### src/rtl/seg_scroll_decoder_if.sv
// Character stream handshake between the scroll decoder and its consumer.
interface seg_scroll_if;
    logic       char_valid;
    logic       char_ready;
    logic [7:0] char_out;

    modport master (output char_valid, output char_out, input char_ready);
    modport slave  (input char_valid, input char_out, output char_ready);
endinterface

### src/rtl/seg_scroll_decoder.sv
// Watches a scrolling 7-segment bus, verifies each step is a one-digit shift and
// queues the decoded entering character. Optional macro SEG_DP_CHECK_EN adds the dp bit.
module seg_scroll_decoder #(
    parameter int pNO_LED     = 8,
    parameter int pFIFO_DEPTH = 4,
    parameter int pCNT_W      = 8
) (
    input  logic                    clk,
    input  logic                    rst,
    input  logic                    en,
    input  logic [pNO_LED-1:0][7:0] LED_IN,
    seg_scroll_if.master            ch,
    output logic                    locked,
    output logic                    scroll_err,
    output logic                    seg_err,
    output logic                    overflow,
    output logic [pCNT_W-1:0]       err_cnt
);

    localparam int AW = $clog2(pFIFO_DEPTH);
`ifdef SEG_DP_CHECK_EN
    localparam logic [7:0] DP_MASK = 8'hFF;
`else
    localparam logic [7:0] DP_MASK = 8'h7F;
`endif

    typedef enum logic [1:0] {S_IDLE, S_ACQ, S_LOCKED} state_t;

    state_t                    state_q, state_d;
    logic [pNO_LED-1:0][7:0]   led_q, led_d;
    logic [pNO_LED-1:0][7:0]   ref_q, ref_d;
    logic                      scroll_err_q, scroll_err_d;
    logic                      seg_err_q, seg_err_d;
    logic                      overflow_q, overflow_d;
    logic [pCNT_W-1:0]         err_cnt_q, err_cnt_d;
    logic [7:0]                mem_q [pFIFO_DEPTH];
    logic [7:0]                mem_d [pFIFO_DEPTH];
    logic [AW-1:0]             wr_ptr_q, wr_ptr_d, rd_ptr_q, rd_ptr_d;
    logic [AW:0]               cnt_q, cnt_d;

    logic       frame_evt, shift_ok, frame_diff;
    logic       dec_bad, push, pop, push_ok, full, empty;
    logic [6:0] dec_ascii;
    logic [7:0] dec_char;

    always_comb begin
        led_d = en ? LED_IN : led_q;
    end

    // Compare against the last accepted frame; dp is masked unless the check is enabled.
    always_comb begin
        shift_ok   = 1'b1;
        frame_diff = 1'b0;
        for (int k = 0; k < pNO_LED; k++) begin
            if ((led_q[k] & DP_MASK) != (ref_q[k] & DP_MASK))
                frame_diff = 1'b1;
        end
        for (int k = 0; k < pNO_LED - 1; k++) begin
            if ((led_q[k+1] & DP_MASK) != (ref_q[k] & DP_MASK))
                shift_ok = 1'b0;
        end
        frame_evt = en & frame_diff;
    end

    always_comb begin
        dec_bad = 1'b0;
        case (led_q[0][6:0])
            7'h76:   dec_ascii = 7'h48;
            7'h79:   dec_ascii = 7'h45;
            7'h38:   dec_ascii = 7'h4C;
            7'h3F:   dec_ascii = 7'h4F;
            7'h50:   dec_ascii = 7'h52;
            7'h5E:   dec_ascii = 7'h44;
            7'h00:   dec_ascii = 7'h20;
            default: begin
                dec_ascii = 7'h3F;
                dec_bad   = 1'b1;
            end
        endcase
`ifdef SEG_DP_CHECK_EN
        dec_char = {led_q[0][7], dec_ascii};
`else
        dec_char = {1'b0, dec_ascii};
`endif
    end

    always_comb begin
        state_d      = state_q;
        ref_d        = ref_q;
        push         = 1'b0;
        scroll_err_d = 1'b0;
        seg_err_d    = 1'b0;
        err_cnt_d    = err_cnt_q;
        case (state_q)
            S_IDLE: begin
                if (en) begin
                    ref_d   = led_q;
                    state_d = S_ACQ;
                end
            end
            S_ACQ: begin
                if (frame_evt) begin
                    ref_d = led_q;
                    if (shift_ok) begin
                        state_d   = S_LOCKED;
                        push      = 1'b1;
                        seg_err_d = dec_bad;
                    end
                end
            end
            S_LOCKED: begin
                if (frame_evt) begin
                    ref_d = led_q;
                    if (shift_ok) begin
                        push      = 1'b1;
                        seg_err_d = dec_bad;
                    end else begin
                        state_d      = S_ACQ;
                        scroll_err_d = 1'b1;
                        if (err_cnt_q != {pCNT_W{1'b1}})
                            err_cnt_d = err_cnt_q + pCNT_W'(1);
                    end
                end
            end
            default: state_d = S_IDLE;
        endcase
    end

    // FWFT FIFO: a push into a full FIFO survives only if the head leaves the same cycle.
    always_comb begin
        full       = (cnt_q == (AW+1)'(pFIFO_DEPTH));
        empty      = (cnt_q == '0);
        pop        = !empty && ch.char_ready;
        push_ok    = push && (!full || pop);
        overflow_d = overflow_q | (push && full && !pop);
        mem_d      = mem_q;
        if (push_ok)
            mem_d[wr_ptr_q] = dec_char;
        wr_ptr_d = wr_ptr_q + AW'(push_ok);
        rd_ptr_d = rd_ptr_q + AW'(pop);
        cnt_d    = cnt_q + (AW+1)'(push_ok) - (AW+1)'(pop);
    end

    always_ff @(posedge clk) begin
        if (rst) begin
            state_q      <= S_IDLE;
            led_q        <= '0;
            ref_q        <= '0;
            scroll_err_q <= 1'b0;
            seg_err_q    <= 1'b0;
            overflow_q   <= 1'b0;
            err_cnt_q    <= '0;
            for (int i = 0; i < pFIFO_DEPTH; i++)
                mem_q[i] <= '0;
            wr_ptr_q     <= '0;
            rd_ptr_q     <= '0;
            cnt_q        <= '0;
        end else begin
            state_q      <= state_d;
            led_q        <= led_d;
            ref_q        <= ref_d;
            scroll_err_q <= scroll_err_d;
            seg_err_q    <= seg_err_d;
            overflow_q   <= overflow_d;
            err_cnt_q    <= err_cnt_d;
            mem_q        <= mem_d;
            wr_ptr_q     <= wr_ptr_d;
            rd_ptr_q     <= rd_ptr_d;
            cnt_q        <= cnt_d;
        end
    end

    assign ch.char_valid = !empty;
    assign ch.char_out   = mem_q[rd_ptr_q];
    assign locked        = (state_q == S_LOCKED);
    assign scroll_err    = scroll_err_q;
    assign seg_err       = seg_err_q;
    assign overflow      = overflow_q;
    assign err_cnt       = err_cnt_q;

endmodule
### src/flat_wrapper.sv
// flat-port wrapper written by rule: the top's interface ports become plain ports
module seg_scroll_decoder_flat 
#(
    parameter int pNO_LED     = 8,
    parameter int pFIFO_DEPTH = 4,
    parameter int pCNT_W      = 8
)
  (clk, rst, en, LED_IN, locked, scroll_err, seg_err, overflow, err_cnt, ch_char_valid, ch_char_out, ch_char_ready);
  seg_scroll_if ch_i ();
  input  logic clk;
  input  logic rst;
  input  logic en;
  input  logic [pNO_LED-1:0][7:0] LED_IN;
  output logic locked;
  output logic scroll_err;
  output logic seg_err;
  output logic overflow;
  output logic [pCNT_W-1:0] err_cnt;
  output wire logic [$bits(ch_i.char_valid)-1:0] ch_char_valid;
  output wire logic [$bits(ch_i.char_out)-1:0] ch_char_out;
  input wire logic [$bits(ch_i.char_ready)-1:0] ch_char_ready;
  assign ch_char_valid = ch_i.char_valid;
  assign ch_char_out = ch_i.char_out;
  assign ch_i.char_ready = ch_char_ready;
  seg_scroll_decoder #(.pNO_LED(pNO_LED), .pFIFO_DEPTH(pFIFO_DEPTH), .pCNT_W(pCNT_W)) u_core (.clk(clk), .rst(rst), .en(en), .LED_IN(LED_IN), .ch(ch_i), .locked(locked), .scroll_err(scroll_err), .seg_err(seg_err), .overflow(overflow), .err_cnt(err_cnt));
endmodule
### config.mk
export PLATFORM = sky130hd
export DESIGN_NAME = seg_scroll_decoder_flat
export DESIGN_NICKNAME = d
export VERILOG_FILES = /design/src/rtl/seg_scroll_decoder_if.sv /design/src/rtl/seg_scroll_decoder.sv /design/src/flat_wrapper.sv
export SDC_FILE = /design/constraint.sdc
export NUM_CORES = 1
export LEC_CHECK = 0
export BUFFER_PORTS_ARGS = -buffer_cell sky130_fd_sc_hd__buf_2
export CAP_MARGIN = 20
export CELL_PAD_IN_SITES_DETAIL_PLACEMENT = 0
export CELL_PAD_IN_SITES_GLOBAL_PLACEMENT = 1
export CORE_MARGIN = 2
export CORE_UTILIZATION = 46
export CTS_BUF_LIST = sky130_fd_sc_hd__clkbuf_4 sky130_fd_sc_hd__clkbuf_8
export DETAILED_ROUTE_END_ITERATION = 16
export GPL_TIMING_DRIVEN = 0
export PLACE_DENSITY = 0.85
export SETUP_SLACK_MARGIN = 0.4
export SYNTH_ARGS = -nofsm -noshare
export SYNTH_HDL_FRONTEND = slang
export SYNTH_SLANG_ARGS = --single-unit
### constraint.sdc
create_clock -name clk -period 3.4 [get_ports clk]
set_input_delay 0.34 -clock clk [delete_from_list [all_inputs] [get_ports clk]]
set_output_delay 0.34 -clock clk [all_outputs]
set_load 0.02 [all_outputs]
-- Word-level counts from Yosys, hierarchy flattened
Index checks and enable logic that the tools add are counted.
- register bits after elaboration: 171
- input bits: 68
- output and inout bits: 21
- word-level logic and storage cells: 131
- add/sub/neg operators: 5
- magnitude comparators: 3
- equality and inequality tests: 31
- mux-type cells: 36
- bitwise gates (word level): 8
- reductions and logical operators: 20
- operators with widths (operator ; count):
    63-bit 2-to-1 mux ; 2
    63-bit one-hot mux with 2 select lines ; 1
    7-bit inequality test ; 15
    7-bit one-hot mux with 7 select lines ; 1
    32-bit bitwise mux ; 1
    7-bit == test (second input constant) ; 4
    8-bit 2-to-1 mux ; 3
    1-bit 2-to-1 mux ; 20
    8-bit binary-select mux with 2-bit select ; 1
    8-bit demux with 2-bit select ; 1
    7-bit by 6-bit == test with 1-bit output (second input constant) ; 2
    2-bit 2-to-1 mux ; 5
    8-bit by 1-bit adder with 8-bit output (second input constant) ; 1
    2-bit by 1-bit inequality test with 1-bit output (second input constant) ; 4
    8-bit inequality test (second input constant) ; 1
    7-bit zero test ; 1
    7-bit OR reduction ; 1
    3-bit >= comparator (second input constant) ; 2
    2-bit NOT with 3-bit output ; 2
    2-bit one-hot mux with 3 select lines ; 1
    1-bit logical AND ; 5
    5-bit AND reduction ; 1
    2-bit by 1-bit adder with 2-bit output ; 2
    2-bit inequality test (second input constant) ; 2
    other kinds (19) ; 24

-- Longest topological paths before layout
- depth in word-level cells: 15
- gate-level depth with buffers: 14
- depth with buffers taken out: 12

-- Worst setup path after synthesis
Ideal clock, no wire load.
- path type: register to register
- from: reg u_core.led_q[3] (netlist bit)
- to: reg u_core.cnt_q[2]
- setup time: 0.128 ns
- arrival time: 2.606 ns
- required time: 3.272 ns
- slack: 0.667 ns
- cell stages (with the launch flop): 15
- buffers on the path: 2
- clock period less this slack: 2.733 ns
- path through: dfxtp_1 -> buf_2 -> xor2_1 -> nor4_1 -> nand4_1 -> nor4_1 -> buf_4 -> nor2_1 -> nand3_1 -> nor2_1 -> ha_1 -> fa_1 -> xnor2_1 -> xnor2_1 -> nor2_1
- longest elaborated chain between the ends: 15
- RTL lines (element ; line ; source):
    start: declaration ; seg_scroll_decoder.sv:30 ; logic [pNO_LED-1:0][7:0] led_q, led_d;
    start signal: assignment ; seg_scroll_decoder.sv:160 ; led_q <= led_d;
    7-bit inequality test ; seg_scroll_decoder.sv:55 ; if ((led_q[k] & DP_MASK) != (ref_q[k] & DP_MASK))
    1-bit 2-to-1 mux (8 in a row) ; seg_scroll_decoder.sv:55 ;
    1-bit AND ; seg_scroll_decoder.sv:62 ; frame_evt = en & frame_diff;
    1-bit 2-to-1 mux ; seg_scroll_decoder.sv:112 ; if (frame_evt) begin
    1-bit 2-to-1 mux ; n/a ;
    1-bit logical AND ; seg_scroll_decoder.sv:134 ; push_ok = push && (!full || pop);
    3-bit by 1-bit adder with 3-bit output ; seg_scroll_decoder.sv:141 ; cnt_d = cnt_q + (AW+1)'(push_ok) - (AW+1)'(pop);
    3-bit by 1-bit subtractor with 3-bit output ; seg_scroll_decoder.sv:141 ;
    end signal: assignment ; seg_scroll_decoder.sv:169 ; cnt_q <= cnt_d;
    end: declaration ; seg_scroll_decoder.sv:39 ; logic [AW:0] cnt_q, cnt_d;
Every way passes these cells.
A chain may end at the register's enable or synchronous reset.

-- Final worst setup path
- from: reg u_core.led_q[25] (netlist bit)
- to: reg u_core.cnt_q[2]
- longest elaborated chain between the ends: 12
- elaborated cells between the ends (all ways): 19
- classes of those cells: add/sub (2); eq/ne (2); mux (13); bitwise (1); reduce/logical (1)
- RTL lines (element ; line):
    7-bit inequality test (on tied branches) ; seg_scroll_decoder.sv:59, seg_scroll_decoder.sv:55
    1-bit 2-to-1 mux (on tied branches) (5 in a row) ; seg_scroll_decoder.sv:59, seg_scroll_decoder.sv:55
    1-bit 2-to-1 mux or 1-bit AND (tied branches) ; seg_scroll_decoder.sv:104, seg_scroll_decoder.sv:114, seg_scroll_decoder.sv:62
    1-bit 2-to-1 mux (*) ; seg_scroll_decoder.sv:112
    1-bit 2-to-1 mux (*) ; n/a
    1-bit logical AND (*) ; seg_scroll_decoder.sv:134
    3-bit by 1-bit adder with 3-bit output (*) ; seg_scroll_decoder.sv:141
    3-bit by 1-bit subtractor with 3-bit output (*) ; seg_scroll_decoder.sv:141
Every way passes the cells marked *; elsewhere a longest branch is shown, timed or not.

==> metrics.txt <==
status=finished clean; Tot Pwr=4.219 mW; global route overflow=0; Post-DP Area=8194 µm²; critical path buffer and inverter count=1; reg-to-reg endpoint=u_core.cnt_q[2]; IO Port Bufs=77; Worst-Margin Slew=898.9 ps; H-tree Lvls=4; die area=17430 µm²; ys async rst share=0; Comb pwr share=0.192; Placement Rows=46; register share of total power=0.495; ys flop type=dfxtp_1; Initial Util=0.4728; Clock Path Buffers=2; Compound-Gate Fraction of Synth Area=0.07502; Syn Inst Count=833; crit path DAT=3340 ps; Area Growth Syn to Fin=14.49%; total of max-cap violations=0; initial antenna violation count=0; Max Transition Viols Final=0; Post-Synth Adder-Cell Area=0.01759; Clock transition at path regs=90 ps; Worst EP required=3740 ps; hold buffers post-CTS=0; Final nets=1008; met3 WL=926 µm; Worst Skew=13.78 ps; Worst setup EP type=flip-flop; Fin. Hold Viols=0; CTS Buf Count=17; die height=132.0 µm; Post-route DRC=0; clock sink count=160; Post-DP HPWL=14.21 mm; Yosys top cell by area=dfxtp_1; Avg Vias per Cell=5.155; num ports=89; hold worst-path end=u_core.led_q[44]; Seq/Total Area, Yosys=0.4249; ant diodes=0; TNS Setup=0 ps; met2 routed WL=8.961 mm; # setup viols final=0; Starting DRT DRC Count=365; xor and xnor area share after synthesis=0.1266; Synth Cell Area=7538 µm²; first-pass GRT wire length=30.74 mm; slowest stage delay, CP=440 ps; Post-synth EDFFs=0; clock power share=0.313; cell repeated most along the worst path=nor2_1; total iterations of the first detailed-routing run=5; internal power=2.907 mW; Worst-Skew Late Latency=470 ps; synthesized area per cell=9.050 µm²; layout cells sized above 1=0.1644; largest net degree at the start of global routing=17; RSZ-0062 raised after global routing=true; Core Util, Final=0.5414; Critical Path Fanout Max=4; chip width=132.0 µm; worst reg2reg path startpoint=u_core.led_q[25]; fin area=8631 µm²; fin crit period=2996 ps; Final Cycle Share=0.8812; Startpoint Class=flip-flop; number of global-route vias before repair=5764; crit path kind=flip-flop to flip-flop; final WL=19.10 mm; Max VDD drop=0.4776 mV; final worst slack=403.9 ps; CTS tree=done; switching portion of total power=0.3109; flops & latches, synth=160; FMAX=333.8 MHz; Root Driver=clkbuf_8; met1 WL=8.782 mm; Synth warnings=0; Netlist cell types=53; Rel. slew slack=0.4007; Synth area leaders=dfxtp_1 42%, mux2i_1 10%, xor2_1 6.5%, xnor2_1 6.2%, nand2_1 6.1%; Place WS=36.46 ps; critical path, cell by cell=xor2_1 -> nor4_2 -> nand4_1 -> nor4_4 -> buf_4 -> nor2_1 -> nand3_1 -> nor2_1 -> ha_1 -> fa_1 -> xnor2_1 -> xnor2_1 -> nor2_1; Hold/Removal Path Class=input port to flip-flop; Simple-Gate Fraction of Synth Area=0.1909; mux share of post-synthesis cell area=0.1263; Vias=5975; cell family with most CP delay=simple AND/OR/NAND/NOR gates; Static Leak=3.559 nW; Final GP Congestion=0.9562; flop2flop setup slack=400 ps; hold path cells=3; Highest Signal Layer=met4; core area=15940 µm²; All-Layer GR Usage=0.2249; Net Count, Synth=911; worst-path cell with the longest stage delay=dfxtp_1; sw power=1.312 mW; min-delay src=LED_IN[44]; largest family of logic cells by synthesized area=simple AND/OR/NAND/NOR gates; WL/cell=16.48 µm; share of Yosys cell area claimed by the top area cell type=0.4249; Register-to-Register Path Depth=13; PwrDens=488.8 nW/µm²; Routed Antenna Nets=0
## flip-flops by register name, summed over array words and instances (netlist names), 2 cells and up
signal	count
u_core.rd_ptr_q	2
u_core.state_q	2
u_core.ref_q	56
u_core.mem_q	28
u_core.led_q	56
u_core.wr_ptr_q	2
u_core.cnt_q	3
u_core.err_cnt	8
## Yosys cell counts (all sizes together), types with 3 or more instances
| library cell | number |
|---|---|
| xnor2 | 53 |
| nand2b | 4 |
| ha | 9 |
| o31ai | 3 |
| nand3 | 12 |
| nand2 | 122 |
| inv | 10 |
| o41ai | 3 |
| a21oi | 65 |
| a211oi | 5 |
| mux2i | 76 |
| buf | 20 |
| clkbuf | 32 |
| nor2b | 5 |
| xor2 | 56 |
| mux4 | 7 |
| or3 | 5 |
| mux2 | 3 |
| or4 | 4 |
| nor3 | 11 |
| dfxtp | 160 |
| o21a | 3 |
| nor4 | 19 |
| nor2 | 94 |
| or4b | 3 |
| nand4 | 16 |
| o21ai | 9 |
## power by group through the flow
stage | Sequential, mW | Combinational [mW] | Clock (mW)
floorplan | 2.10 | 0.588 | 0
global placement | 2.13 | 0.790 | 0
detailed placement | 2.13 | 0.796 | 0
CTS | 2.09 | 0.809 | 1.35
global route | 2.10 | 0.897 | 1.43
finish | 2.09 | 0.809 | 1.32
## stage by stage
step | instances | hold slack, ps
CTS | 1159 | 81.00
finish | 1159 | 100.5
detailed placement | 1126 | 458.0
global route | 1159 | 89.00
global placement | 1126 | 452.9
floorplan | 833 | 443.1
## cells in the final DEF (no fill, tap or decap), drive strengths merged, types with 12 or more instances in the layout
cell    count
mux2i      76
nand3      12
nand2     122
nor2       94
clkbuf     54
buf        98
dfxtp     160
nor4       19
xnor2      53
a21oi      65
nand4      16
xor2       56
## kinds of logic after synthesis
kind of cell / Yosys count
AO/OA/AOI/OAI: 98
XOR/XNOR: 109
adder cells (fa/ha/maj): 10
buffers and inverters: 62
flip-flops: 160
multiplexers: 86
other: 1
AND/OR/NAND/NOR: 307
## tightest hold or removal path: stages
cell and delay [ps]:
buf_2 70, mux2i_1 50, nor2_1 70
## how the worst max path moves through the flow
stage | end | depth (start not counted) | slack (ps) | startpoint
after floorplan | u_core.cnt_q[2] | 14 | 670 | u_core.led_q[3]
after global placement | u_core.cnt_q[2] | 13 | 40 | u_core.led_q[25]
after detailed placement | u_core.cnt_q[2] | 13 | 40 | u_core.led_q[25]
after CTS | u_core.cnt_q[2] | 13 | 410 | u_core.led_q[26]
after global routing | u_core.cnt_q[2] | 14 | 280 | u_core.led_q[3]
final | u_core.cnt_q[2] | 13 | 400 | u_core.led_q[25]
## layer usage
layer / vias to the layer above / GRT usage
met1: 2786 / 0.2959
met2: 133 / 0.3640
li1: 3024 / -
met4: 0 / 0.08092
met5: - / 0
met3: 32 / 0.04921
## what timing repair did
item	4_1_cts	5_1_grt
resized for setup	7	6
buffers inserted	1	0
setup endpoints to repair	2	46
pin swaps	5	1
## area by class of cell
| type | instances | area, µm² |
|---|---|---|
| clock inverters | 10 | 81.33 |
| inverters | 10 | 37.54 |
| multi-input cells | 611 | 4100 |
| flip-flops and latches | 160 | 3207 |
| well taps | 216 | 270.3 |
| repair buffers | 78 | 392.9 |
| plain buffers | 52 | 251.5 |
| clock buffers | 22 | 290.3 |
| fillers | 1540 | 7312 |
No activity file was read; power rests on OpenSTA's default activity.
